==> config.mk <==
export PLATFORM = sky130hd
export DESIGN_NAME = apb_cmd_master
export DESIGN_NICKNAME = d
export VERILOG_FILES = /design/src/rtl/apb_cmd_master.sv
export SDC_FILE = /design/constraint.sdc
export NUM_CORES = 1
export LEC_CHECK = 0
export ABC_AREA = 0
export CORE_ASPECT_RATIO = 0.75
export CORE_UTILIZATION = 45
export CTS_CLUSTER_SIZE = 30
export DETAILED_ROUTE_END_ITERATION = 16
export HOLD_SLACK_MARGIN = 0.03
export PLACE_DENSITY = 0.86
export SYNTH_ARGS = -nofsm -noshare
export SYNTH_HDL_FRONTEND = slang
export SYNTH_SLANG_ARGS = --single-unit
export TNS_END_PERCENT = 10
==> constraint.sdc <==
create_clock -name pclk -period 3.75 [get_ports pclk]
set_input_delay 0.75 -clock pclk [delete_from_list [all_inputs] [get_ports pclk]]
set_output_delay 0.75 -clock pclk [all_outputs]
set_load 0.01 [all_outputs]
==> src/rtl/apb_cmd_master.sv <==
// rtl/apb_cmd_master.sv - single-beat command to APB2/APB3 initiator with wait-state timeout
module apb_cmd_master #(
    parameter int ADDR_W  = 12,
    parameter int DATA_W  = 32,
    parameter int TIMEOUT = 16
) (
    input  logic              pclk,
    input  logic              reset_n,
    input  logic              enable,
    input  logic              cmd_valid,
    output logic              cmd_ready,
    input  logic              cmd_write,
    input  logic [ADDR_W-1:0] cmd_addr,
    input  logic [DATA_W-1:0] cmd_wdata,
    output logic              rsp_valid,
    input  logic              rsp_ready,
    output logic [DATA_W-1:0] rsp_rdata,
    output logic              rsp_err,
    output logic              rsp_timeout,
    output logic [ADDR_W-1:0] paddr,
    output logic              pwrite,
    output logic              psel,
    output logic              penable,
    output logic [DATA_W-1:0] pwdata,
    input  logic [DATA_W-1:0] prdata,
    input  logic              pready,
    input  logic              pslverr
);

    typedef enum logic [1:0] {
        S_IDLE   = 2'd0,
        S_SETUP  = 2'd1,
        S_ACCESS = 2'd2,
        S_RESP   = 2'd3
    } state_t;

    localparam int              CNT_W    = (TIMEOUT > 0) ? $clog2(TIMEOUT + 1) : 1;
    localparam bit              TO_EN    = (TIMEOUT > 0);
    localparam logic [CNT_W-1:0] CNT_LAST = CNT_W'((TIMEOUT > 0) ? TIMEOUT - 1 : 0);

    state_t              state_q, state_d;
    logic [CNT_W-1:0]    cnt_q, cnt_d;
    logic [ADDR_W-1:0]   paddr_q, paddr_d;
    logic [DATA_W-1:0]   pwdata_q, pwdata_d;
    logic                pwrite_q, pwrite_d;
    logic                psel_q, psel_d;
    logic                penable_q, penable_d;
    logic                rsp_valid_q, rsp_valid_d;
    logic [DATA_W-1:0]   rsp_rdata_q, rsp_rdata_d;
    logic                rsp_err_q, rsp_err_d;
    logic                rsp_timeout_q, rsp_timeout_d;

    // enable low freezes every register, including the wait counter
    always_ff @(posedge pclk or negedge reset_n) begin
        if (!reset_n) begin
            state_q       <= S_IDLE;
            cnt_q         <= '0;
            paddr_q       <= '0;
            pwdata_q      <= '0;
            pwrite_q      <= 1'b0;
            psel_q        <= 1'b0;
            penable_q     <= 1'b0;
            rsp_valid_q   <= 1'b0;
            rsp_rdata_q   <= '0;
            rsp_err_q     <= 1'b0;
            rsp_timeout_q <= 1'b0;
        end else if (enable) begin
            state_q       <= state_d;
            cnt_q         <= cnt_d;
            paddr_q       <= paddr_d;
            pwdata_q      <= pwdata_d;
            pwrite_q      <= pwrite_d;
            psel_q        <= psel_d;
            penable_q     <= penable_d;
            rsp_valid_q   <= rsp_valid_d;
            rsp_rdata_q   <= rsp_rdata_d;
            rsp_err_q     <= rsp_err_d;
            rsp_timeout_q <= rsp_timeout_d;
        end
    end

    always_comb begin
        state_d       = state_q;
        cnt_d         = cnt_q;
        paddr_d       = paddr_q;
        pwdata_d      = pwdata_q;
        pwrite_d      = pwrite_q;
        psel_d        = psel_q;
        penable_d     = penable_q;
        rsp_valid_d   = rsp_valid_q;
        rsp_rdata_d   = rsp_rdata_q;
        rsp_err_d     = rsp_err_q;
        rsp_timeout_d = rsp_timeout_q;

        case (state_q)
            S_IDLE: begin
                if (cmd_valid) begin
                    paddr_d   = cmd_addr;
                    pwrite_d  = cmd_write;
                    pwdata_d  = cmd_wdata;
                    psel_d    = 1'b1;
                    penable_d = 1'b0;
                    state_d   = S_SETUP;
                end
            end
            S_SETUP: begin
                penable_d = 1'b1;
                cnt_d     = '0;
                state_d   = S_ACCESS;
            end
            S_ACCESS: begin
                // completion takes priority over a timeout on the same edge
                if (pready) begin
                    psel_d        = 1'b0;
                    penable_d     = 1'b0;
                    rsp_rdata_d   = pwrite_q ? '0 : prdata;
                    rsp_err_d     = pslverr;
                    rsp_timeout_d = 1'b0;
                    rsp_valid_d   = 1'b1;
                    state_d       = S_RESP;
                end else if (TO_EN && (cnt_q == CNT_LAST)) begin
                    psel_d        = 1'b0;
                    penable_d     = 1'b0;
                    rsp_rdata_d   = '0;
                    rsp_err_d     = 1'b1;
                    rsp_timeout_d = 1'b1;
                    rsp_valid_d   = 1'b1;
                    state_d       = S_RESP;
                end else if (cnt_q != {CNT_W{1'b1}}) begin
                    cnt_d = cnt_q + CNT_W'(1);
                end
            end
            S_RESP: begin
                if (rsp_ready) begin
                    rsp_valid_d = 1'b0;
                    state_d     = S_IDLE;
                end
            end
            default: state_d = S_IDLE;
        endcase
    end

    assign cmd_ready   = (state_q == S_IDLE);
    assign rsp_valid   = rsp_valid_q;
    assign rsp_rdata   = rsp_rdata_q;
    assign rsp_err     = rsp_err_q;
    assign rsp_timeout = rsp_timeout_q;
    assign paddr       = paddr_q;
    assign pwrite      = pwrite_q;
    assign psel        = psel_q;
    assign penable     = penable_q;
    assign pwdata      = pwdata_q;

endmodule

## Word level (Yosys, flattened, before mapping)

Index checks and enable logic that the tools add are counted.

- Register bits after elaboration: 89
- Word-level logic and storage cells: 60

- $add $sub $neg: 1
- Equality and inequality tests: 11
- Muxes and demuxes: 24
- Reduce and logical (&&, ||, !) cells: 13

Operator list:

| kind | number |
|---|---|
| 2-to-1 mux 32 bit | 3 |
| AND reduction 4 bit | 4 |
| 2-to-1 mux 5 bit | 3 |
| != test 2 bit (second input constant) | 5 |
| case mux 5 bit (2 select lines) | 1 |
| 2-to-1 mux 1 bit | 9 |
| 2-to-1 mux 2 bit | 4 |
| case mux 2 bit (4 select lines) | 1 |
| nonzero test 2 bit | 4 |
| AND reduction 3 bit | 2 |
| adder 5 x 1 -> 5 bit (second input constant) | 1 |
| == test 5 x 4 -> 1 bit (second input constant) | 1 |
| != test 5 bit (second input constant) | 1 |
| AND reduction 5 bit | 1 |
| == test 2 bit (second input constant) | 2 |
| case mux 1 bit (2 select lines) | 2 |
| != test 3 bit (second input constant) | 1 |
| case mux 1 bit (3 select lines) | 1 |
| nonzero test 3 bit | 1 |
| == test 2 x 1 -> 1 bit (second input constant) | 1 |
| zero test 2 bit | 1 |

## Longest topological paths before layout

Gate-level depths: netlist (run 1).

- Depth after elaboration: 5
- Gate-level depth with buffers: 8
- Mapped depth without buffers: 6

## Worst setup path after synthesis (run 1)

Ideal clock, no wire load.

- Path type: register to register
- Start point: reg cnt_q[0]
- End point: reg state_q[1]
- Library setup time: 125 ps
- Arrival time: 1,828 ps
- Required time: 3,625 ps
- Slack: 1,797 ps
- Stages on the path, launching flop included: 7
- Buffers on the path: 0
- Clock period less this slack: 1,953 ps
- Cell sequence: dfrtp_1 > ha_1 > and3_1 > ha_1 > or3b_4 > o2111ai_2 > mux2_2

- Word-level cells in the longest chain between the ends: 3

Ends and longest elaborated chain:

| what | RTL line | text |
|---|---|---|
| start: declaration | 42 | `logic [CNT_W-1:0] cnt_q, cnt_d;` |
| start signal: assignment | 69 | `cnt_q <= cnt_d;` |
| == test 5 x 4 -> 1 bit | 121 | `end else if (TO_EN && (cnt_q == CNT_LAST)) begin` |
| != test 3 bit (no source line) | -- |  |
| AND reduction 4 bit (no source line) | -- |  |
| end signal: assignment | 68 | `state_q <= state_d;` |
| end: declaration | 41 | `state_t state_q, state_d;` |

Every way passes these cells.
A chain may end at the register's enable or synchronous reset.

## Final worst setup path (run 1)

- Start point: reg state_q[0]
- End point: out cmd_ready

- Word-level cells in the longest chain between the ends: 1

Ends and longest elaborated chain:

| what | RTL line | text |
|---|---|---|
| zero test 2 bit | 143 | `assign cmd_ready = (state_q == S_IDLE);` |
| end: declaration | 11 | `output logic cmd_ready,` |

Every way passes these cells.

==> results of run 1 <==
## power by group
group / total (W) / internal [W] / switching [W]
clock: 0.000765 / 0.000439 / 0.000326
combinational: 0.00189 / 0.00114 / 0.000758
sequential: 0.00164 / 0.00140 / 0.000241
total: 0.00429 / 0.00297 / 0.00132
## per-layer routing
layer  vias up  global-route usage, %  routed length [um]
met4         0                  5.139                  70
li1       1347                      -                   -
met2        96                  37.86                4501
met1      1351                  25.50                3653
met3         7                  5.519                 547
met5         -                      0                   0
## cells by family after synthesis
family | synth area share (%)
buf+inv | 3.311
mux | 14.71
flops | 60.75
simple gates | 10.51
compound gates | 7.986
fa+ha+maj | 2.730
## worst register-to-register path, stage by stage (launching register included)
cell and delay, ns:
dfrtp_1 0.41, ha_1 0.23, and3_1 0.17, ha_1 0.26
o211ai_1 0.33, buf_4 0.52, o21ai_0 0.24
## cell usage in the layout (no fill, tap or decap), types with 2 or more instances in the layout
cell               n
and3_1             3
o21ai_1           11
clkbuf_8           9
a221o_1            2
clkinvlp_4         2
o21ai_0           23
a31oi_1            2
bufinv_16          3
a22o_1             4
nor2_1             2
mux2_2            47
nor3b_1            2
inv_1              7
clkdlybuf4s50_1  165
ha_1               8
buf_4              3
nand2_1           66
dfrtp_1           89
## state kept, by name (all words and copies together) (netlist names)
register / flops
pwdata: 32
rsp_rdata: 32
paddr: 12
cnt_q: 5
state_q: 2
penable: 1
psel: 1
pwrite: 1
rsp_err: 1
rsp_timeout: 1
rsp_valid: 1
## path summary, 6_finish.rpt
path	from	to	depth (start not counted)
min in group asynchronous	reset_n	rsp_err	1
worst max-delay path	state_q[0]	cmd_ready	3
worst min register to register	rsp_rdata[12]	rsp_rdata[12]	2
worst min-delay path	rsp_rdata[12]	rsp_rdata[12]	2
worst max register to register	cnt_q[0]	rsp_rdata[4]	6
max in group asynchronous	reset_n	rsp_rdata[20]	1
## metrics by stage
step	setup slack, ns	util (%)	total power (W)	std cells	instance area (sq um)
global route	1.128	71.19	0.004558	571	5612
finish	1.203	71.19	0.004295	571	5612
CTS	1.186	71.19	0.004337	571	5612
detailed placement	1.034	68.24	0.003559	556	5379
floorplan	1.797	-	0.002454	300	3666
global placement	1.102	68.24	0.003473	556	5379
## layout make-up
cell class | instances | area share [%]
sequential | 89 | 39.69
clock inverter | 5 | 1.873
tap | 105 | 2.341
multi-input combinational | 187 | 23.52
clock buffer | 10 | 2.274
timing repair buffer | 168 | 29.83
inverter | 7 | 0.4682
==> flow_metrics.tcl, run 1 <==
set metrics [dict create \
    nNetsFinal 554 \
    synth_top_area_cell "dfrtp_1" \
    synth_fp_nets 392 \
    clk_path_buf_depth 2 \
    grt_pass1_vias 2880 \
    ys_seq_area_share_pct 60.75 \
    holdBufCountCts 0 \
    required_ns 3.00 \
    cts-resized-gates 0 \
    hold_viol 0 \
    syn2layout_area_growth_pct 53.07 \
    drc 0 \
    hp-class "reg -> reg" \
    regArea_sq_um 2227 \
    critPathLaunchType "flop" \
    drtIter0Drc 133 \
    relSlewSlack_pct 27.25 \
    route.detailed.wl_per_inst_um 15.36 \
    finalSetupViolCount 0 \
    crit_family "buffers and inverters" \
    rrSetupSlack_ns 1.43 \
    avgViaCountPerCell 4.905 \
    grt_pass1_wl_um 13970 \
    critPathKind "reg -> out" \
    maxCapViolCount 0 \
    io_buffers 166 \
    ys_seq_elements 89 \
    synth_enable_flop_cells 0 \
    dp_hpwl_um 6339 \
    pin_count 167 \
    rows 28 \
    cellLeakagePower_nw 2.411 \
    setup_tns_ns 0 \
    fmax_mhz 392.6 \
    vias 2801 \
    grt_max_degree 90 \
    multi_input_area_sq_um 1320 \
    outcome "finished clean" \
    cts.clk_slew.worst_paths_ns 0.08 \
    postSynthAreaPerCell_sq_um 12.22 \
    min_period_ns 2.547 \
    slowest_delay_ns 0.60 \
    cp_num_buf_inv 2 \
    gp_congestion 0.7759 \
    numCtsBuffers 9 \
    insertion_delay_ns 0.34 \
    synthTopCellsByCount "89 x dfrtp_1, 66 x nand2_1, 47 x mux2_2" \
    ir_drop_mv 0.4307 \
    die_width_um 106.2 \
    crit_arrival_ns 1.80 \
    async_flop_share_pct 100.0 \
    fin_skew_ns 0.005557 \
    synthFlopType "dfrtp_1" \
    end_kind "primary output" \
    drtPass1Iterations 4 \
    cts_max_level 3 \
    antenna_left 0 \
    diodes 0 \
    nFillCells 582 \
    post_cts_buffers 0 \
    overflow 0 \
    slew_violations 0 \
    cts_tree "built" \
    die_area_sq_um 8515 \
    cts_sinks 89 \
    rsz0062_at_grt "false" \
    finalWirelength_um 8772 \
    antenna_found_initial 0 \
    synthCells 300 \
    grt_use_total_pct 21.13 \
    synth_top_area_share_pct 60.75 \
    powerDensity_nw_per_um2 765.3 \
    drive_gt1_share_pct 15.02 \
    crit_fanout 5 \
    synthDistinctLibCells 32 \
    initial_core_util_pct 46.51 \
    hold_ws_ns 0.4859 \
    ys.warnings.count 0 \
    core_area_sq_um 7883 \
    syn-cell-area_sq_um 3666 \
    ys_top_cells_by_area "dfrtp_1 61%, mux2_2 14%, nand2_1 6.8%, o21ai_0 3.1%, ha_1 2.7%" \
    cp_slowest_cell "clkdlybuf4s50_1" \
    worstMarginPinSlew_ns 1.091 \
    cp_cell_sequence "inv_1 -> ha_1 -> clkdlybuf4s50_1" \
    cts-root-buf "clkbuf_8" \
    yosysMostFrequentCell "dfrtp_1" \
    period_share_pct 67.92 \
    die_h_um 80.17 \
]
No activity file was read; power rests on OpenSTA's default activity.
==> inputs of run 2 (changes only) <==
--- a/config.mk
+++ b/config.mk
@@ -7,11 +7,11 @@
 export LEC_CHECK = 0
 export ABC_AREA = 0
 export CORE_ASPECT_RATIO = 0.75
-export CORE_UTILIZATION = 45
+export CORE_UTILIZATION = 37
 export CTS_CLUSTER_SIZE = 30
 export DETAILED_ROUTE_END_ITERATION = 16
 export HOLD_SLACK_MARGIN = 0.03
-export PLACE_DENSITY = 0.86
+export PLACE_DENSITY = 0.76
 export SYNTH_ARGS = -nofsm -noshare
 export SYNTH_HDL_FRONTEND = slang
 export SYNTH_SLANG_ARGS = --single-unit
==> constraint.sdc (replaced) <==
create_clock -name pclk -period 2.2 [get_ports pclk]
set_input_delay 0.44 -clock pclk [delete_from_list [all_inputs] [get_ports pclk]]
set_output_delay 0.44 -clock pclk [all_outputs]
set_load 0.01 [all_outputs]
==> flow_metrics.tcl, run 2 (synthesized netlist as in run 1, its figures left out) <==
set metrics [dict create \
    core_area_sq_um 9658 \
    worstMarginPinSlew_ns 0.4822 \
    drive_gt1_share_pct 16.63 \
    post_cts_buffers 0 \
    maxCapViolCount 0 \
    multi_input_area_sq_um 1333 \
    diodes 0 \
    avgViaCountPerCell 4.659 \
    vias 2828 \
    drtIter0Drc 106 \
    fmax_mhz 477.6 \
    regArea_sq_um 2227 \
    cts_max_level 3 \
    antenna_found_initial 0 \
    end_kind "flop" \
    nFillCells 757 \
    rows 31 \
    initial_core_util_pct 37.96 \
    io_buffers 166 \
    cellLeakagePower_nw 2.520 \
    cp_num_buf_inv 2 \
    ir_drop_mv 0.7568 \
    crit_arrival_ns 2.30 \
    final_common_cell "clkdlybuf4s50_1" \
    period_share_pct 95.17 \
    die_area_sq_um 10310 \
    cts.clk_slew.worst_paths_ns 0.07 \
    hp-class "reg -> reg" \
    hold_viol 0 \
    cts_sinks 89 \
    fin_skew_ns 0.004931 \
    crit_path_frequent_cell "ha_1" \
    placed_area_sq_um 5515 \
    pin_count 167 \
    insertion_delay_ns 0.34 \
    die_width_um 116.9 \
    nNetsFinal 562 \
    relSlewSlack_pct 67.59 \
    cp_slowest_cell "dfrtp_1" \
    final_area_sq_um 5881 \
    gp_congestion 0.7270 \
    crit_fanout 58 \
    min_period_ns 2.094 \
    slowest_delay_ns 0.40 \
    grt_pass1_vias 2819 \
    outcome "finished clean" \
    cts_tree "built" \
    crit_family "adder cells" \
    finalSetupViolCount 0 \
    required_ns 2.41 \
    cts-root-buf "clkbuf_16" \
    setup_tns_ns 0 \
    layout_common_cells "165 x clkdlybuf4s50_1, 89 x dfrtp_1, 66 x nand2_1" \
    slew_violations 0 \
    rsz0062_at_grt "true" \
    route.detailed.wl_per_inst_um 14.43 \
    grt_pass1_wl_um 13470 \
    drtPass1Iterations 4 \
    grt_use_total_pct 17.24 \
    drc 0 \
    clk_path_buf_depth 2 \
    powerDensity_nw_per_um2 1332 \
    finalWirelength_um 8757 \
    syn2layout_area_growth_pct 60.41 \
    numCtsBuffers 9 \
    critPathKind "reg -> reg" \
    critPathLaunchType "flop" \
    die_h_um 88.21 \
    antenna_left 0 \
    dp_hpwl_um 6436 \
    grt_max_degree 59 \
    cp_cell_sequence "ha_1 -> and3_1 -> ha_1 -> o211ai_1 -> buf_12 -> buf_4 -> o21ai_0" \
    overflow 0 \
]
-- run 2: changes by cell type in the layout (fill, tap and decap cells not counted) --
cell,change
clkbuf_16,+9
clkbuf_8,-9
buf_12,+4
buf_4,+3
dlygate4sd3_1,+1
ha_1,-1
ha_4,+1
inv_6,+1
-- run 2: path summary, 6_finish.rpt --
check,endpoint,startpoint,slack [ns],cells past startpoint
setup / recovery,rsp_rdata[12],cnt_q[0],0.11,7
hold / removal,rsp_rdata[8],rsp_rdata[8],0.48,2
setup reg to reg,rsp_rdata[12],cnt_q[0],0.11,7
hold reg to reg,rsp_rdata[8],rsp_rdata[8],0.48,2
max in group asynchronous,psel,reset_n,1.09,3
min in group asynchronous,pwdata[12],reset_n,0.54,2
-- run 2: power breakdown --
| group | total (W) | internal, W | switching [W] |
|---|---|---|---|
| sequential | 0.00278 | 0.00238 | 0.000398 |
| clock | 0.00174 | 0.00111 | 0.000628 |
| combinational | 0.00331 | 0.00201 | 0.00130 |
| total | 0.00783 | 0.00551 | 0.00233 |
-- run 2: final cells by class --
type / instances / share of cell area (%)
Multi-Input combinational cell: 187 / 22.66
Sequential cell: 89 / 37.87
Tap cell: 132 / 2.809
Inverter: 7 / 0.4468
Clock inverter: 6 / 1.936
Clock buffer: 10 / 3.894
Timing Repair Buffer: 176 / 30.38
-- run 2: what timing repair did --
item                                    4_1_cts  5_1_grt
hold buffers                                  1        0
cloned                                        0        0
resized for setup                             1        1
hold endpoints to repair                     22        0
endpoints found under the setup margin        1        4
-- run 2: metrics by stage --
| stage | worst slack [ns] | power, W | hold WS (ns) | utilization (%) | instances |
|---|---|---|---|---|---|
| detailed placement | 0.1136 | 0.006126 | 0.3543 | 57.11 | 590 |
| floorplan | 0.2475 | 0.004182 | 0.1444 | - | 300 |
| CTS | 0.03624 | 0.007912 | 0.4870 | 60.79 | 607 |
| global placement | 0.1916 | 0.006012 | 0.3546 | 57.11 | 590 |
| finish | 0.1062 | 0.007835 | 0.4803 | 60.89 | 607 |
| global route | -0.01766 | 0.008337 | 0.5118 | 60.89 | 607 |
-- run 2: layer usage --
| layer | up-vias | global-route usage (%) | wire length, um | part of all wire [%] |
|---|---|---|---|---|
| met5 | - | 0 | 0 | 0 |
| met4 | 0 | 6.329 | 129 | 1.5 |
| met3 | 15 | 5.813 | 605 | 6.9 |
| met2 | 96 | 27.92 | 4241 | 48 |
| met1 | 1354 | 21.55 | 3781 | 43 |
| li1 | 1363 | - | - | - |
-- run 2: worst reg2reg max path, delay by kind of cell, from the launching register on --
kind | cells | cell delay (ns)
and+or+nand+nor | 1 | 0.18
buffers and inverters | 2 | 0.48
AOI/OAI and AO/OA | 2 | 0.41
adders and majority gates | 2 | 0.49
DFF | 1 | 0.40
